===== config.mk =====
export PLATFORM = sky130hd
export DESIGN_NAME = decode_skid_stage
export DESIGN_NICKNAME = d
export VERILOG_FILES = /design/src/rtl/decode_skid_stage.sv
export SDC_FILE = /design/constraint.sdc
export NUM_CORES = 1
export LEC_CHECK = 0
export BUFFER_PORTS_ARGS = -buffer_cell sky130_fd_sc_hd__buf_2
export CAP_MARGIN = 30
export CORE_ASPECT_RATIO = 0.9
export CORE_UTILIZATION = 55
export DETAILED_ROUTE_END_ITERATION = 7
export PLACE_DENSITY = 0.88
export SYNTH_ARGS = -nofsm -noshare
export SYNTH_HDL_FRONTEND = slang
export SYNTH_SLANG_ARGS = --single-unit

===== constraint.sdc =====
create_clock -name clock -period 8.4 [get_ports clock]
set_clock_uncertainty 0.05 [all_clocks]
set_input_delay 0.84 -clock clock [delete_from_list [all_inputs] [get_ports clock]]
set_output_delay 0.84 -clock clock [all_outputs]
set_load 0.01 [all_outputs]

===== src/rtl/decode_skid_stage.sv =====
// decode_skid_stage
//   Decode-stage pipeline buffer between instruction fetch and execute.
//   Instructions arrive with their PC over a valid/ready handshake. Each one is
//   decoded into its fields as it is captured. Up to two decoded entries are held:
//   a head entry that drives the outputs, and a skid entry behind it. Because of
//   the skid entry, in_ready can come straight from a flop.
//
// Parameters
//   DATA_W  instruction / PC / extended-immediate width
//   IMM_W   immediate field width, taken from instr[IMM_W-1:0]
//
// Ports
//   clock, reset       rising-edge clock, asynchronous active-high reset
//   flush              synchronous discard of all held entries
//   in_valid/in_ready  fetch-side handshake; in_ready depends only on state
//   in_instr, in_pc    raw instruction and its PC
//   out_valid/out_ready execute-side handshake for the head entry
//   out_pc             PC of the head entry
//   out_opcode..aluop  5-bit instruction fields [31:27] .. [6:2]
//   out_imm_ext        sign-extended immediate
//   out_target         zero-extended instr[26:0] jump target
//   out_is_itype       opcode is one of the immediate-format opcodes
module decode_skid_stage #(
  parameter int unsigned DATA_W = 32,
  parameter int unsigned IMM_W  = 17
) (
  input  logic              clock,
  input  logic              reset,
  input  logic              flush,
  input  logic              in_valid,
  output logic              in_ready,
  input  logic [DATA_W-1:0] in_instr,
  input  logic [DATA_W-1:0] in_pc,
  output logic              out_valid,
  input  logic              out_ready,
  output logic [DATA_W-1:0] out_pc,
  output logic [4:0]        out_opcode,
  output logic [4:0]        out_rd,
  output logic [4:0]        out_rs,
  output logic [4:0]        out_rt,
  output logic [4:0]        out_shamt,
  output logic [4:0]        out_aluop,
  output logic [DATA_W-1:0] out_imm_ext,
  output logic [DATA_W-1:0] out_target,
  output logic              out_is_itype
);

  // One decoded entry, as held in either the head or the skid register.
  typedef struct packed {
    logic [DATA_W-1:0] pc;
    logic [4:0]        opcode;
    logic [4:0]        rd;
    logic [4:0]        rs;
    logic [4:0]        rt;
    logic [4:0]        shamt;
    logic [4:0]        aluop;
    logic [DATA_W-1:0] imm_ext;
    logic [DATA_W-1:0] target;
    logic              is_itype;
  } entry_t;

  typedef enum logic [1:0] {
    StEmpty = 2'd0,
    StOne   = 2'd1,
    StTwo   = 2'd2
  } state_e;

  state_e state_q, state_d;
  entry_t head_q, skid_q;
  entry_t in_dec;

  logic in_ready_q, out_valid_q;
  logic push, pop;
  logic head_load_in, head_load_skid, skid_load;

  // instr[1:0] carries no field.
  logic unused_instr_bits;
  assign unused_instr_bits = ^in_instr[1:0];

  // Decode of the incoming instruction, captured into head or skid on push.
  always_comb begin
    in_dec          = '0;
    in_dec.pc       = in_pc;
    in_dec.opcode   = in_instr[31:27];
    in_dec.rd       = in_instr[26:22];
    in_dec.rs       = in_instr[21:17];
    in_dec.rt       = in_instr[16:12];
    in_dec.shamt    = in_instr[11:7];
    in_dec.aluop    = in_instr[6:2];
    in_dec.imm_ext  = {{(DATA_W-IMM_W){in_instr[IMM_W-1]}}, in_instr[IMM_W-1:0]};
    in_dec.target   = {{(DATA_W-27){1'b0}}, in_instr[26:0]};
    in_dec.is_itype = in_instr[31:27] inside {5'b00101, 5'b00111, 5'b01000,
                                              5'b00010, 5'b00110};
  end

  assign push = in_valid & in_ready_q;
  assign pop  = out_valid_q & out_ready;

  // Next state and register load enables. Flush overrides everything; the data
  // registers are left alone since out_valid masks them.
  always_comb begin
    state_d        = state_q;
    head_load_in   = 1'b0;
    head_load_skid = 1'b0;
    skid_load      = 1'b0;
    if (flush) begin
      state_d = StEmpty;
    end else begin
      unique case (state_q)
        StEmpty: begin
          if (push) begin
            state_d      = StOne;
            head_load_in = 1'b1;
          end
        end
        StOne: begin
          if (push && pop) begin
            // Head leaves and the new entry takes its place.
            head_load_in = 1'b1;
          end else if (push) begin
            state_d   = StTwo;
            skid_load = 1'b1;
          end else if (pop) begin
            state_d = StEmpty;
          end
        end
        StTwo: begin
          // in_ready is low here, so only a pop can happen.
          if (pop) begin
            state_d        = StOne;
            head_load_skid = 1'b1;
          end
        end
        default: state_d = StEmpty;
      endcase
    end
  end

  always_ff @(posedge clock or posedge reset) begin
    if (reset) begin
      state_q     <= StEmpty;
      in_ready_q  <= 1'b1;
      out_valid_q <= 1'b0;
      head_q      <= '0;
      skid_q      <= '0;
    end else begin
      state_q     <= state_d;
      // Handshake flags are precomputed from the next state so both ports are
      // driven directly by flops.
      in_ready_q  <= (state_d != StTwo);
      out_valid_q <= (state_d != StEmpty);
      if (head_load_in) begin
        head_q <= in_dec;
      end else if (head_load_skid) begin
        head_q <= skid_q;
      end
      if (skid_load) begin
        skid_q <= in_dec;
      end
    end
  end

  assign in_ready     = in_ready_q;
  assign out_valid    = out_valid_q;
  assign out_pc       = head_q.pc;
  assign out_opcode   = head_q.opcode;
  assign out_rd       = head_q.rd;
  assign out_rs       = head_q.rs;
  assign out_rt       = head_q.rt;
  assign out_shamt    = head_q.shamt;
  assign out_aluop    = head_q.aluop;
  assign out_imm_ext  = head_q.imm_ext;
  assign out_target   = head_q.target;
  assign out_is_itype = head_q.is_itype;

endmodule

=== After elaboration in Yosys (flattened, before gate mapping) ===
Index checks and enable logic that the tools add are counted.

* Bits in registers: 238
* Input bits: 69
* Output and inout bits: 129
* Word-level logic and storage cells: 57

* Eq/ne operators: 8
* Muxes and demuxes: 19
* Bitwise logic cells: 2
* Reductions and logical operators: 5

{| class="wikitable"
|+ Operators by type and width
! cell !! count
|-
| $mux 127 || 2
|-
| $eq 5x3->1 const B || 3
|-
| $mux 2 || 6
|-
| $mux 1 || 9
|-
| $pmux 2 s3 || 1
|-
| $eq 5x2->1 const B || 1
|-
| $eq 5x4->1 const B || 1
|-
| $reduce_bool 5->1 || 1
|-
| $reduce_bool 2->1 || 2
|-
| $and 1x1->1 || 2
|-
| $eq 2x1->1 const B || 1
|-
| $eq 2x2->1 const B || 1
|-
| $logic_not 2->1 || 1
|-
| $ne 2x2->1 const B || 1
|-
| $pmux 1 s2 || 1
|-
| $logic_and 1x1->1 || 1
|}

=== Logic depth before layout (Yosys ltp) ===
* Depth in word-level cells: 7
* Gate-level depth with buffers: 6
* Gate-level depth less buffers: 4

=== Worst setup path after synthesis ===
No wires, ideal clock.

* Path kind: in2reg
* Start point: input in_valid
* End point: register skid_q[0] (netlist bit)
* Library setup time: 0.125 ns
* Arrival: 1.857 ns
* Data required time: 8.225 ns
* Setup slack: 6.368 ns
* Cell stages on the path: 6
* Cells stage by stage: nand2_1 > nor2_1 > nand3b_1 > buf_2 > buf_6 > mux2_2

* Word-level cells in the longest chain between the ends: 5
* Elaborated cells between the ends (all ways): 6
* Classes of those cells: mux: 4; bitwise: 1; reduce/logical: 1

{| class="wikitable"
|+ RTL lines
! what !! line !! source
|-
| from (decl) || 30 || <nowiki>input logic in_valid,</nowiki>
|-
| $and 1x1->1 (*) || 96 || <nowiki>assign push = in_valid & in_ready_q;</nowiki>
|-
| $mux 1 / $logic_and 1x1->1 (equally long branches) || 120, 117 ||
|-
| $mux 1 (*) || 117 || <nowiki>if (push && pop) begin</nowiki>
|-
| $mux 1 (*) || 109 || <nowiki>unique case (state_q)</nowiki>
|-
| $mux 1 (*) || 106 || <nowiki>if (flush) begin</nowiki>
|-
| to (signal assigned) || 158 || <nowiki>skid_q <= in_dec;</nowiki>
|-
| to (decl) || 69 || <nowiki>entry_t head_q, skid_q;</nowiki>
|}

Every way passes the cells marked *; elsewhere a longest branch is shown, timed or not.
A chain may end at the register's enable or synchronous reset.

=== Worst setup path in the final report ===
* Start point: input out_ready
* End point: register head_q, in the netlist out_is_itype

* Word-level cells in the longest chain between the ends: 6
* Elaborated cells between the ends (all ways): 10
* Classes of those cells: mux: 7; bitwise: 1; reduce/logical: 2

{| class="wikitable"
|+ RTL lines
! what !! line !! source
|-
| from (decl) || 35 || <nowiki>input logic out_ready,</nowiki>
|-
| $and 1x1->1 (*) || 97 || <nowiki>assign pop = out_valid_q & out_ready;</nowiki>
|-
| $logic_and 1x1->1 || 117 ||
|-
| $mux 1 || 117 ||
|-
| $pmux 1 s2 || 109 ||
|-
| $mux 1 || 106 ||
|-
| $mux 127 / $reduce_bool 2->1 (equally long branches) || -- ||
|-
| to (signal assigned) || 153 || <nowiki>head_q <= in_dec;</nowiki>
|-
| to (signal assigned) || 155 || <nowiki>head_q <= skid_q;</nowiki>
|-
| to (decl) || 69 ||
|}

Marks and branches as above.

==> reports/qor.txt <==
GRT
--------------------------------------------------------------------------------------
Vias in the first global route                                                    3878
Aggregate global routing overflow                                                    0
GRT busiest layer                                                                 met2
Met2 routing resource usage after global routing                                 37.1%
Global-route wire length before repair                                        19400 um
All-Layer GR Usage                                                               22.6%
Global-route met1 utilization                                                    28.0%
Initial antenna violation count                                                      0
Met3 layer usage reported by global route                                        7.82%
Largest net degree at the start of global routing                                   82

TIMING
--------------------------------------------------------------------------------------
Setup violations, final                                                              0
Peak Freq                                                                    0.363 GHz
Setup repair after global routing missed its margin                              false
Transition time at the pin with the least slew margin                         0.844 ns
Final Hold Violating Endpoints                                                       0
Final critical-path required period                                            2.76 ns
Final Max Slew Viols                                                                 0
Period utilisation layout                                                        32.8%
Final worst hold slack                                                        0.424 ns
Max-slew headroom                                                                43.7%
Total Neg Setup Slack                                                             0 ns
Worst-case setup margin in the final layout                                    5.64 ns

DETAILED ROUTING
--------------------------------------------------------------------------------------
First-iteration detailed-routing DRC count                                         234
Ratio of routed vias to standard cells                                            5.50
Final routed wirelength across all metal layers                               12200 um
Routed via count                                                                  3936
Post-route DRC violation count                                                      17
Router iterations before antenna repair                                              6
Routed wirelength normalized by instance count                                 17.1 um
Remaining antenna violation count                                                    0

LAYOUT
--------------------------------------------------------------------------------------
Share of layout cells above drive strength 1                                     50.5%
Summed area of non-filler cells in the final layout                         7100 sq um
# nets final                                                                       642
Post-layout util                                                                 68.4%
Fin cells                                                                          715
Number of antenna cells inserted                                                     0
Area growth, synth to finish                                                     19.1%

LOGIC SYNTHESIS
--------------------------------------------------------------------------------------
Unique cell type count in the Yosys netlist                                         27
Cell type with the largest total area after synthesis                          dfrtp_1
YS warnings                                                                          0
FFs w/ async S/R, synth                                                           100%
Mean Syn Cell Area                                                          13.5 sq um
Synthesized flop and latch total                                                   134
Number of enable-type register cells in the synthesized netlist                      0
Syn Inst Count                                                                     443
Synth top area share                                                             55.8%
Fraction of the yosys area taken by sequential cells                             56.2%
Most numerous cell in the Yosys netlist                                        dfrtp_1
Primary FF master, synth                                                       dfrtp_1
Top area cells in the synthesized netlist                                 dfrtp_1, mux2_2, a22o_1
Post-Synthesis Cell Area                                                    5960 sq um
Top cell types by occurrence after synthesis                              dfrtp_1, buf_4, mux2_2

PLACEMENT
--------------------------------------------------------------------------------------
Half-perimeter wire length after placement                                     7750 um
IO buf count                                                                       192
GP Congestion                                                                    0.808
Number of placed instances with taps included                                      683
Post-place setup slack                                                         5.26 ns
Cell area after placement                                                   6510 sq um

CLOCK TREE
--------------------------------------------------------------------------------------
Post-cts sizing count                                                                0
Total setup buffers inserted after CTS                                               0
Worst-Skew Late Latency                                                        0.41 ns
Clock root buffer                                                            clkbuf_16
Clock tree from TritonCTS                                                          yes
H-tree level count                                                                   4
Number of buffers inserted during clock tree synthesis                              17
Clock Sinks                                                                        134
Maximum number of buffers from clock root to sink                                    2
Cts hold-fix bufs                                                                    0
Clock slew at the register clock pins of the worst setup and hold paths        0.06 ns

POWER
--------------------------------------------------------------------------------------
Total power of the final layout                                                2.34 mW
Pleak                                                                          3.90 nW
Largest voltage drop on the vdd net                                             184 uV
Power per standard cell area                                               329 nW/um^2

DIE
--------------------------------------------------------------------------------------
Floorplan die width                                                             112 um
Initial standard-cell utilization of the core                                    57.5%
Die Outline Area                                                           11300 sq um
Standard-cell rows                                                                  35
I/O pin total                                                                      198
Die Y                                                                           101 um
Core area                                                                  10400 sq um

SETUP PATH
--------------------------------------------------------------------------------------
Cell-by-cell trace of the critical path                                   buf_2 > a21boi_4 > nor4_4 > buf_4 > nor2_4 > buf_4 > a221o_1
Worst EP arrival                                                               2.98 ns
Cell type with the highest occurrence count on the critical path                 buf_4
Delay contributed by the slowest stage of the critical path                    0.63 ns
Startpoint-to-endpoint class of the critical path                         input pin to register
R2R depth                                                                            6
Endpoint kind of the worst setup timing path                                  register
Worst path slowest cell                                                          buf_4
Worst Path Max Fanout                                                               66
Startpoint Class                                                             input pin
Worst EP required                                                              8.62 ns

WORST HOLD PATH
--------------------------------------------------------------------------------------
Type of the tightest min-delay check                                      register to register
Number of cells on the worst hold path                                               1

FLOW RUN
--------------------------------------------------------------------------------------
Max-cap viol count                                                                   0

STATUS
--------------------------------------------------------------------------------------
Result of the run                                                         complete, but fails checks
Violations in the final reports                                           design-rule violations

==> cell usage in the layout (no fill, tap or decap), drive strengths merged, types with 2 or more instances in the layout <==
master,instances
dfrtp,133
bufinv,3
conb,5
a221o,2
nand2,4
mux2,65
a221oi,2
clkbuf,23
buf,197
clkinv,4
clkinvlp,2
a21o,64
nor2,3
inv,2
a22o,64
==> cell families (layout without fill, tap and decap cells) <==
| logic type | count (synthesis) | count (layout) | synth area share [%] |
|---|---|---|---|
| compound gates | 136 | 136 | 18.8 |
| flops | 134 | 134 | 56.2 |
| buf+inv | 92 | 231 | 11.0 |
| mux | 65 | 65 | 12.3 |
| simple gates | 14 | 14 | 1.53 |
| other cells | 1 | 5 | 0.0629 |
| xor+xnor | 1 | 1 | 0.147 |
==> flip-flops by register name (all words and copies together), names as in the netlist <==
name and flops:
in_ready 1, out_aluop 4, out_imm_ext 5, out_is_itype 1, out_opcode 5, out_pc 32
out_rd 4, out_rs 4, out_rt 4, out_shamt 4, out_target 2, out_valid 1
skid_q 65, state_q 2
==> report_power, final <==
group | switching, mW | internal [mW] | leakage [nW] | total [mW]
sequential | 0.146 | 0.886 | 1.65 | 1.03
combinational | 0.261 | 0.303 | 1.97 | 0.564
clock | 0.262 | 0.480 | 0.287 | 0.742
total | 0.669 | 1.67 | 3.90 | 2.34
==> critical path, delay by kind of cell <==
family          cells  cell delay, ns
simple gates        2            0.51
buf+inv             3            1.11
compound gates      2            0.46
==> final cells by class <==
| class | count | area [sq um] |
|---|---|---|
| clock buffer | 23 | 468 |
| clock inverter | 9 | 125 |
| fill | 751 | 3280 |
| inverter | 2 | 12.5 |
| multi-input combinational | 221 | 1980 |
| sequential | 134 | 3350 |
| tap | 129 | 161 |
| timing repair buffer | 197 | 998 |
==> routing by layer <==
metal | share of wire, % | routed length (um)
met5 | 0 | 0
met4 | 0.90 | 110
met3 | 7.7 | 945
met2 | 49 | 6020
met1 | 42 | 5140
==> final timing paths <==
kind	endpoint	from	slack (ns)
max in group asynchronous	out_is_itype	reset	6.63
hold / removal	out_pc[7]	out_pc[7]	0.42
hold reg to reg	out_pc[7]	out_pc[7]	0.42
setup reg to reg	out_is_itype	in_ready	5.68
setup / recovery	out_is_itype	out_ready	5.64
min in group asynchronous	out_rd[0]	reset	0.52
No activity file was read; power rests on OpenSTA's default activity.
